--- src/rtl/axi_ag_pkg.sv ---
`default_nettype none
// ============================================================================
// Module      : axi_ag_pkg
// Description : Shared types and constants for the AXI burst address generator.
// Revision    : 1.0 - initial release
// ============================================================================
package axi_ag_pkg;

    typedef enum logic [1:0] {
        BURST_FIXED = 2'b00,
        BURST_INCR  = 2'b01,
        BURST_WRAP  = 2'b10,
        BURST_RSVD  = 2'b11
    } burst_e;

    typedef enum logic [0:0] {
        ST_IDLE = 1'b0,
        ST_RUN  = 1'b1
    } state_e;

    localparam int unsigned c_PAGE_BITS = 12;
    localparam int unsigned c_CNT_W     = 16;

endpackage
`default_nettype wire

--- src/rtl/axi_ag_decode.sv ---
`default_nettype none
// ============================================================================
// Module      : axi_ag_decode
// Description : Combinational command decode: legality, step, beat count, wrap mask.
// Revision    : 1.0 - initial release
// ============================================================================
module axi_ag_decode
    import axi_ag_pkg::*;
#(
    parameter int ADDR_W = 32,
    parameter int P_SIZE = 4
) (
    input  logic [c_PAGE_BITS-1:0] i_addr_lo,
    input  logic [7:0]             i_len,
    input  logic [2:0]             i_size,
    input  logic [1:0]             i_burst,
    output logic                   o_legal,
    output logic [2:0]             o_step_log2,
    output logic [c_CNT_W-1:0]     o_beats_m1,
    output logic [ADDR_W-1:0]      o_wrap_mask
);

    localparam int             c_SPAN_W     = c_CNT_W + 1;
    localparam logic [2:0]     c_PSIZE      = 3'(P_SIZE);
    localparam logic [c_SPAN_W-1:0] c_PAGE_BYTES = c_SPAN_W'(1) << c_PAGE_BITS;

    logic [7:0]             w_size_mask;
    logic [c_SPAN_W-1:0]    w_span;
    logic [c_PAGE_BITS-1:0] w_page_lo;
    logic                   w_cross;
    logic                   w_wrap_len_ok;
    logic                   w_wrap_aligned;
    logic [2:0]             w_shift;

    assign w_size_mask = (8'd1 << i_size) - 8'd1;
    // Total burst bytes; 256 beats of 128 bytes still fits in c_SPAN_W bits.
    assign w_span      = ({{(c_SPAN_W-8){1'b0}}, i_len} + c_SPAN_W'(1)) << i_size;
    assign w_page_lo   = i_addr_lo & ~{4'd0, w_size_mask};
    assign w_cross     = ({{(c_SPAN_W-c_PAGE_BITS){1'b0}}, w_page_lo} + w_span) > c_PAGE_BYTES;

    assign w_wrap_len_ok  = (i_len == 8'd1) || (i_len == 8'd3) || (i_len == 8'd7) || (i_len == 8'd15);
    assign w_wrap_aligned = (i_addr_lo[7:0] & w_size_mask) == 8'd0;

    assign w_shift     = (i_size > c_PSIZE) ? (i_size - c_PSIZE) : 3'd0;
    assign o_step_log2 = (i_size > c_PSIZE) ? c_PSIZE : i_size;
    assign o_beats_m1  = (({{(c_CNT_W-8){1'b0}}, i_len} + c_CNT_W'(1)) << w_shift) - c_CNT_W'(1);
    assign o_wrap_mask = ADDR_W'(w_span - c_SPAN_W'(1));

    always_comb begin
        o_legal = 1'b0;
        case (burst_e'(i_burst))
            BURST_FIXED: o_legal = 1'b1;
            BURST_INCR:  o_legal = !w_cross;
            BURST_WRAP:  o_legal = w_wrap_len_ok && w_wrap_aligned;
            default:     o_legal = 1'b0;
        endcase
    end

endmodule
`default_nettype wire

--- src/rtl/axi_burst_addr_gen.sv ---
`default_nettype none
// ============================================================================
// Module      : axi_burst_addr_gen
// Description : Splits an AXI burst command into peripheral-width beat addresses.
// Revision    : 1.0 - initial release
// ============================================================================
module axi_burst_addr_gen
    import axi_ag_pkg::*;
#(
    parameter int ADDR_W = 32,
    parameter int P_SIZE = 4,
    localparam int LANE_W = (P_SIZE > 0) ? P_SIZE : 1
) (
    input  logic              CLK,
    input  logic              RESET,
    input  logic              CMD_VALID,
    output logic              CMD_READY,
    input  logic [ADDR_W-1:0] ADDR,
    input  logic [7:0]        LEN,
    input  logic [2:0]        SIZE,
    input  logic [1:0]        BURST,
    output logic              BEAT_VALID,
    input  logic              BEAT_READY,
    output logic [ADDR_W-1:0] BEAT_ADDR,
    output logic [LANE_W-1:0] BEAT_LANE,
    output logic              BEAT_LAST,
    output logic              ERR
);

    logic                w_legal;
    logic [2:0]          w_step_log2;
    logic [c_CNT_W-1:0]  w_beats_m1;
    logic [ADDR_W-1:0]   w_wrap_mask;
    logic [ADDR_W-1:0]   w_step;
    logic [ADDR_W-1:0]   w_next_addr;

    state_e              r_state;
    burst_e              r_burst;
    logic [ADDR_W-1:0]   r_addr;
    logic [ADDR_W-1:0]   r_mask;
    logic [2:0]          r_step_log2;
    logic [c_CNT_W-1:0]  r_remain;
    logic                r_valid;
    logic                r_last;
    logic                r_err;

    axi_ag_decode #(
        .ADDR_W (ADDR_W),
        .P_SIZE (P_SIZE)
    ) u_decode (
        .i_addr_lo   (ADDR[c_PAGE_BITS-1:0]),
        .i_len       (LEN),
        .i_size      (SIZE),
        .i_burst     (BURST),
        .o_legal     (w_legal),
        .o_step_log2 (w_step_log2),
        .o_beats_m1  (w_beats_m1),
        .o_wrap_mask (w_wrap_mask)
    );

    assign w_step = ADDR_W'(1) << r_step_log2;

    // Wrap keeps the bits above the mask fixed, so the current address supplies the base.
    always_comb begin
        w_next_addr = r_addr;
        case (r_burst)
            BURST_INCR: w_next_addr = (r_addr & ~(w_step - ADDR_W'(1))) + w_step;
            BURST_WRAP: w_next_addr = (r_addr & ~r_mask) | ((r_addr + w_step) & r_mask);
            default:    w_next_addr = r_addr;
        endcase
    end

    always_ff @(posedge CLK) begin
        if (RESET) begin
            r_state     <= ST_IDLE;
            r_burst     <= BURST_FIXED;
            r_addr      <= '0;
            r_mask      <= '0;
            r_step_log2 <= '0;
            r_remain    <= '0;
            r_valid     <= 1'b0;
            r_last      <= 1'b0;
            r_err       <= 1'b0;
        end else begin
            r_err <= 1'b0;
            case (r_state)
                ST_IDLE: begin
                    if (CMD_VALID) begin
                        if (w_legal) begin
                            r_state     <= ST_RUN;
                            r_burst     <= burst_e'(BURST);
                            r_addr      <= ADDR;
                            r_mask      <= w_wrap_mask;
                            r_step_log2 <= w_step_log2;
                            r_remain    <= w_beats_m1;
                            r_valid     <= 1'b1;
                            r_last      <= (w_beats_m1 == '0);
                        end else begin
                            r_err <= 1'b1;
                        end
                    end
                end
                ST_RUN: begin
                    if (BEAT_READY) begin
                        if (r_last) begin
                            r_state <= ST_IDLE;
                            r_valid <= 1'b0;
                            r_last  <= 1'b0;
                        end else begin
                            r_addr   <= w_next_addr;
                            r_remain <= r_remain - c_CNT_W'(1);
                            r_last   <= (r_remain == c_CNT_W'(1));
                        end
                    end
                end
                default: r_state <= ST_IDLE;
            endcase
        end
    end

    generate
        if (P_SIZE > 0) begin : g_lane_bytes
            assign BEAT_LANE = r_addr[LANE_W-1:0];
        end else begin : g_lane_none
            assign BEAT_LANE = 1'b0;
        end
    endgenerate

    assign CMD_READY  = (r_state == ST_IDLE);
    assign BEAT_VALID = r_valid;
    assign BEAT_ADDR  = r_addr;
    assign BEAT_LAST  = r_last;
    assign ERR        = r_err;

endmodule
`default_nettype wire

--- config.mk ---
export PLATFORM = sky130hd
export DESIGN_NAME = axi_burst_addr_gen
export DESIGN_NICKNAME = d
export VERILOG_FILES = /design/src/rtl/axi_ag_pkg.sv /design/src/rtl/axi_ag_decode.sv /design/src/rtl/axi_burst_addr_gen.sv
export SDC_FILE = /design/constraint.sdc
export NUM_CORES = 1
export LEC_CHECK = 0
export CAP_MARGIN = 5
export CORE_MARGIN = 2
export CORE_UTILIZATION = 59
export DETAILED_ROUTE_END_ITERATION = 10
export GPL_ROUTABILITY_DRIVEN = 0
export GPL_TIMING_DRIVEN = 0
export MAX_ROUTING_LAYER = met4
export PLACE_DENSITY = 0.85
export RECOVER_POWER = 100
export SYNTH_ARGS = -nofsm -noshare
export SYNTH_HDL_FRONTEND = slang
export SYNTH_HIERARCHICAL = 1
export SYNTH_SLANG_ARGS = --single-unit
--- constraint.sdc ---
create_clock -name CLK -period 8.35 [get_ports CLK]
set_input_delay 1.67 -clock CLK [delete_from_list [all_inputs] [get_ports CLK]]
set_output_delay 1.67 -clock CLK [all_outputs]
set_load 0.03 [all_outputs]
Word level (Yosys, flattened, before mapping)
Index checks and enable logic that the tools add are counted.

Input bits: 49. Flip-flop bits (word level): 89.

Shift operators: 4. Reductions and logical operators: 14. Equality and inequality tests: 15. $lt $le $gt $ge: 2. Muxes and demuxes: 30. Add/sub/neg operators: 11. Bitwise logic cells: 11.

Operators with widths (count): two-way mux 32 bit (4); case mux 32 bit (2 select lines) (2); AND 32 bit (3); adder 32 bit (2); two-way mux 16 bit (4); NOT 32 bit (2); OR 32 bit (1); case mux 16 bit (2 select lines) (1); left shift 1 x 3 -> 32 bit, first input constant (1); subtractor 16 x 1 -> 16 bit, second input constant (2); subtractor 32 x 1 -> 32 bit, second input constant (1); adder 8 x 1 -> 9 bit, second input constant (2); subtractor 17 x 1 -> 18 bit, second input constant (1); adder 12 x 17 -> 17 bit (1); greater-than comparator 17 x 13 -> 1 bit, second input constant (1); left shift 17 x 3 -> 17 bit (1); equality test 16 x 1 -> 1 bit, second input constant (1); logical NOT 16 bit (1); left shift 16 x 3 -> 16 bit (1); two-way mux 1 bit (13); AND 12 bit (1); NOT 8 -> 12 bit (1); AND 8 bit (1); equality test 8 x 1 -> 1 bit, second input constant (1); other kinds (25) (38).

Logic depth before layout (Yosys ltp)
Word-level depth: 11. Gate-level depth with buffers: 27.

Cells and area by module
Netlist, hierarchy kept.

Modules (own cells, without submodules): axi_burst_addr_gen (times used 1, cells each 902, sequential area each 1781.7 µm², area each 6377.4 µm²); axi_ag_decode (times used 1, cells each 377, sequential area each 0.0 µm², area each 2437.3 µm²).

Worst setup path before layout
No wires, ideal clock.

Path type: in2reg. From: input port LEN[0]. To: register (tool-made name). Buffers on the path: 3. Setup slack: 1.850 ns. Required time: 8.226 ns. Arrival: 6.376 ns. Stages: 26. Path through: ha_1 buf_2 nand4_1 a32o_1 o31ai_1 nor2_1 a21oi_1 ha_1 nor2b_1 o21ai_0 o21ai_0 or4b_2 a2111oi_0 o2111ai_1 o31ai_1 a221o_1 nand3b_1 nand2_1 and2_1 clkbuf_1 clkbuf_1 o21ai_0 a22oi_1 nor2_1 a31oi_1 o21ai_0.

RTL lines: from (decl) (line axi_burst_addr_gen.sv:19) `input logic [7:0] LEN,`.

==> impl_metrics.py <==
metrics = {
    "run_status": {
        "status": "completed",
    },
    "worst_hold_path": {
        "min_path_cells": 2,
        "hold_end": "BEAT_VALID",
        "worstHoldStart": "BEAT_VALID",
        "hold_path.class": "reg2reg",
    },
    "route": {
        "remaining_drc_errors": 0,
        "dr.pass1.iters": 6,
        "drt_iter0_drc": 1624,
        "postRouteAntennaNets": 0,
        "num_vias": 10600,
        "routed_via_density": 6.77,
        "routedWlPerCell_um": 19.5,
        "wl_mm": 30.5,
    },
    "yosys": {
        "ys_ff_latch": 89,
        "synth_area_leaders": "dfxtp_1 20%, nand2_1 7.4%, a21oi_1 6.9%",
        "synth_cells": 1279,
        "yosysWarnings": 6,
        "synth_nets": 1360,
        "syn_area_um2": 8810,
        "synth-seq-area-share_pct": 20.2,
        "synthTopCellsByCount": "174 x nand2_1, 136 x nor2_1, 121 x a21oi_1",
        "synth.distinct_cells": 87,
        "synthArstFlopShare_pct": 0,
        "synth.most_common_cell": "nand2_1",
        "avgSynthCellArea_um2": 6.89,
        "synth_enable_flop_cells": 0,
        "dominantRegCellSynth": "dfxtp_1",
        "synth_top_cell_area_share_pct": 20.2,
        "synth_top_cell_by_area": "dfxtp_1",
    },
    "clock_tree": {
        "post_cts_buffers": 0,
        "clk_latency_ns": 0.36,
        "root_buffer": "clkbuf_16",
        "cts.path.max_buffers": 2,
        "holdBufCountCts": 0,
        "cts.clk_slew.worst_paths_ns": 0.07,
        "cts_tree": "built",
        "cts_buffers": 9,
        "clkSinkCount": 89,
        "cts_max_level": 3,
    },
    "sta": {
        "tightest_slew_ns": 1.09,
        "max_freq_mhz": 124,
        "setup_viol": 0,
        "fin_crit_ns": 8.07,
        "grt_setup_unrepaired": "false",
        "drv_slew": 0,
        "skew_ns": 0.0128,
        "finalHoldViolations": 0,
        "slew_headroom_pct": 26.8,
        "fin_crit_sh_pct": 96.6,
        "setup_tns_ns": 0,
    },
    "die": {
        "die_h_um": 126,
        "fp-row-count": 44,
        "die_w_um": 126,
        "die-area_um2": 15900,
        "ios": 89,
        "start_util_pct": 60.4,
        "fp.coreArea_um2": 14600,
    },
    "grt": {
        "grt_pass1_vias": 9290,
        "antenna_found_initial": 0,
        "grt_max_degree": 17,
        "grt_usage_pct": 37.8,
        "overflow": 0,
        "grt_first_pass_wirelength_mm": 47.7,
    },
    "layout": {
        "antenna_cells": 0,
        "nNetsFinal": 1455,
        "drive_above_1_share_pct": 6.75,
        "area_delta_synth_final_pct": 15.9,
        "fill_cells": 1281,
        "fin_area_um2": 10200,
    },
    "worst_setup_path": {
        "worst-r2r-setup-slack_ns": 4.41,
        "cp_max_fo": 10,
        "crit_path_start_kind": "input port",
        "path_class": "in2reg",
        "cp.arrival_ns": 8.28,
        "cp-end-kind": "flop",
        "ff2ff_path_depth": 13,
        "startpoint": "LEN[0]",
        "crit_required_ns": 8.56,
        "timing.rr.start": "r_step_log2[2]",
    },
    "flow_run": {
        "maxCapViolCount": 0,
    },
    "place": {
        "dp.final_hpwl_mm": 22.8,
        "io_buffers": 84,
        "place_area_um2": 9890,
    },
    "pwr": {
        "power_leakage_nw": 3.89,
        "irDropWorstVdd_mv": 0.109,
        "power.density_nw_per_um2": 155,
    },
}
[per-stage QoR]
stage | setup WS [ns] | util (%) | hold slack [ns] | instances | power [mW]
CTS | 0.115 | 69.9 | 0.475 | 1562 | 1.57
finish | 0.283 | 70.0 | 0.466 | 1562 | 1.58
detailed placement | -0.381 | 67.8 | 0.466 | 1547 | 1.15
global route | 0.0302 | 70.0 | 0.501 | 1562 | 1.65
floorplan | 1.85 | - | 0.437 | 1279 | 0.949
global placement | -0.283 | 67.8 | 0.459 | 1547 | 1.14
[where the power goes]
part / total [mW] / switching [mW] / internal (mW)
sequential: 0.513 / 0.0505 / 0.463
combinational: 0.647 / 0.403 / 0.245
clock: 0.423 / 0.189 / 0.235
total: 1.58 / 0.642 / 0.942
[routing by layer]
layer / up-vias / global-route usage, % / wire length [µm]
met1: 4803 / 49.1 / 11700
met3: 143 / 7.65 / 4060
met5: - / - / 0
met4: 0 / 16.5 / 1370
met2: 815 / 57.1 / 13400
li1: 4814 / - / -
[worst max-delay path, cell delays in order]
cell and delay [ns]:
clkdlybuf4s50_1 0.53, ha_1 0.18, buf_2 0.28, nand4_1 0.14
a32o_1 0.30, o31ai_1 0.32, nor2_1 0.09, a21oi_2 0.28
ha_1 0.38, nor2b_1 0.17, o21ai_0 0.06, o21ai_0 0.11
or4b_2 0.61, a2111oi_1 0.54, o2111ai_1 0.19, o31ai_1 0.12
a221o_1 0.29, nand3b_1 0.17, nand2_1 0.26, and2_1 0.16
clkbuf_1 0.39, clkbuf_2 0.36, o21ai_0 0.16, a221oi_1 0.38
o22ai_1 0.13
[final cells by class]
cell class | count | area [µm²] | area share (%)
Buffer | 109 | 551 | 5.39
Tap cell | 184 | 230 | 2.25
Inverter | 44 | 165 | 1.62
Clock inverter | 6 | 73.8 | 0.723
Timing Repair Buffer | 84 | 841 | 8.23
Sequential cell | 89 | 1780 | 17.4
Clock buffer | 9 | 225 | 2.21
Multi-Input combinational cell | 1037 | 6340 | 62.1
[cell usage in the layout (no fill, tap or decap), types with 18 or more instances in the layout]
| master | n |
|---|---|
| xnor2_1 | 38 |
| nor2b_1 | 19 |
| buf_4 | 23 |
| a21oi_1 | 120 |
| dfxtp_1 | 89 |
| clkdlybuf4s50_1 | 44 |
| nand3_1 | 37 |
| nand2_1 | 174 |
| a22oi_1 | 18 |
| nor3_1 | 27 |
| ha_1 | 30 |
| xor2_1 | 25 |
| nor2_1 | 135 |
| a31oi_1 | 23 |
| a211oi_1 | 21 |
| o21ai_0 | 86 |
| dlygate4sd3_1 | 40 |
| inv_1 | 44 |
| clkbuf_1 | 58 |
[timing repair]
action / CTS / global route
endpoints found under the setup margin: 1 / 28
resized for setup: 1 / 5
gates cloned: 0 / 0
[cells by family (layout without fill, tap and decap cells)]
group | after synthesis | after routing | synth area share (%)
adder cells (fa/ha/maj) | 34 | 34 | 4.95
AND/OR/NAND/NOR | 517 | 517 | 27.9
AO/OA/AOI/OAI | 399 | 399 | 29.1
flip-flops | 89 | 89 | 20.2
buffers and inverters | 153 | 252 | 8.10
XOR/XNOR | 65 | 65 | 6.46
multiplexers | 22 | 22 | 3.26
[worst max-delay path by stage]
stage | endpoint | slack (ns)
finish | flop | 0.28
global route | flop | 0.03
detailed placement | flop | -0.38
global placement | flop | -0.28
floorplan | flop | 1.85
CTS | flop | 0.12
No activity file was read; power rests on OpenSTA's default activity.
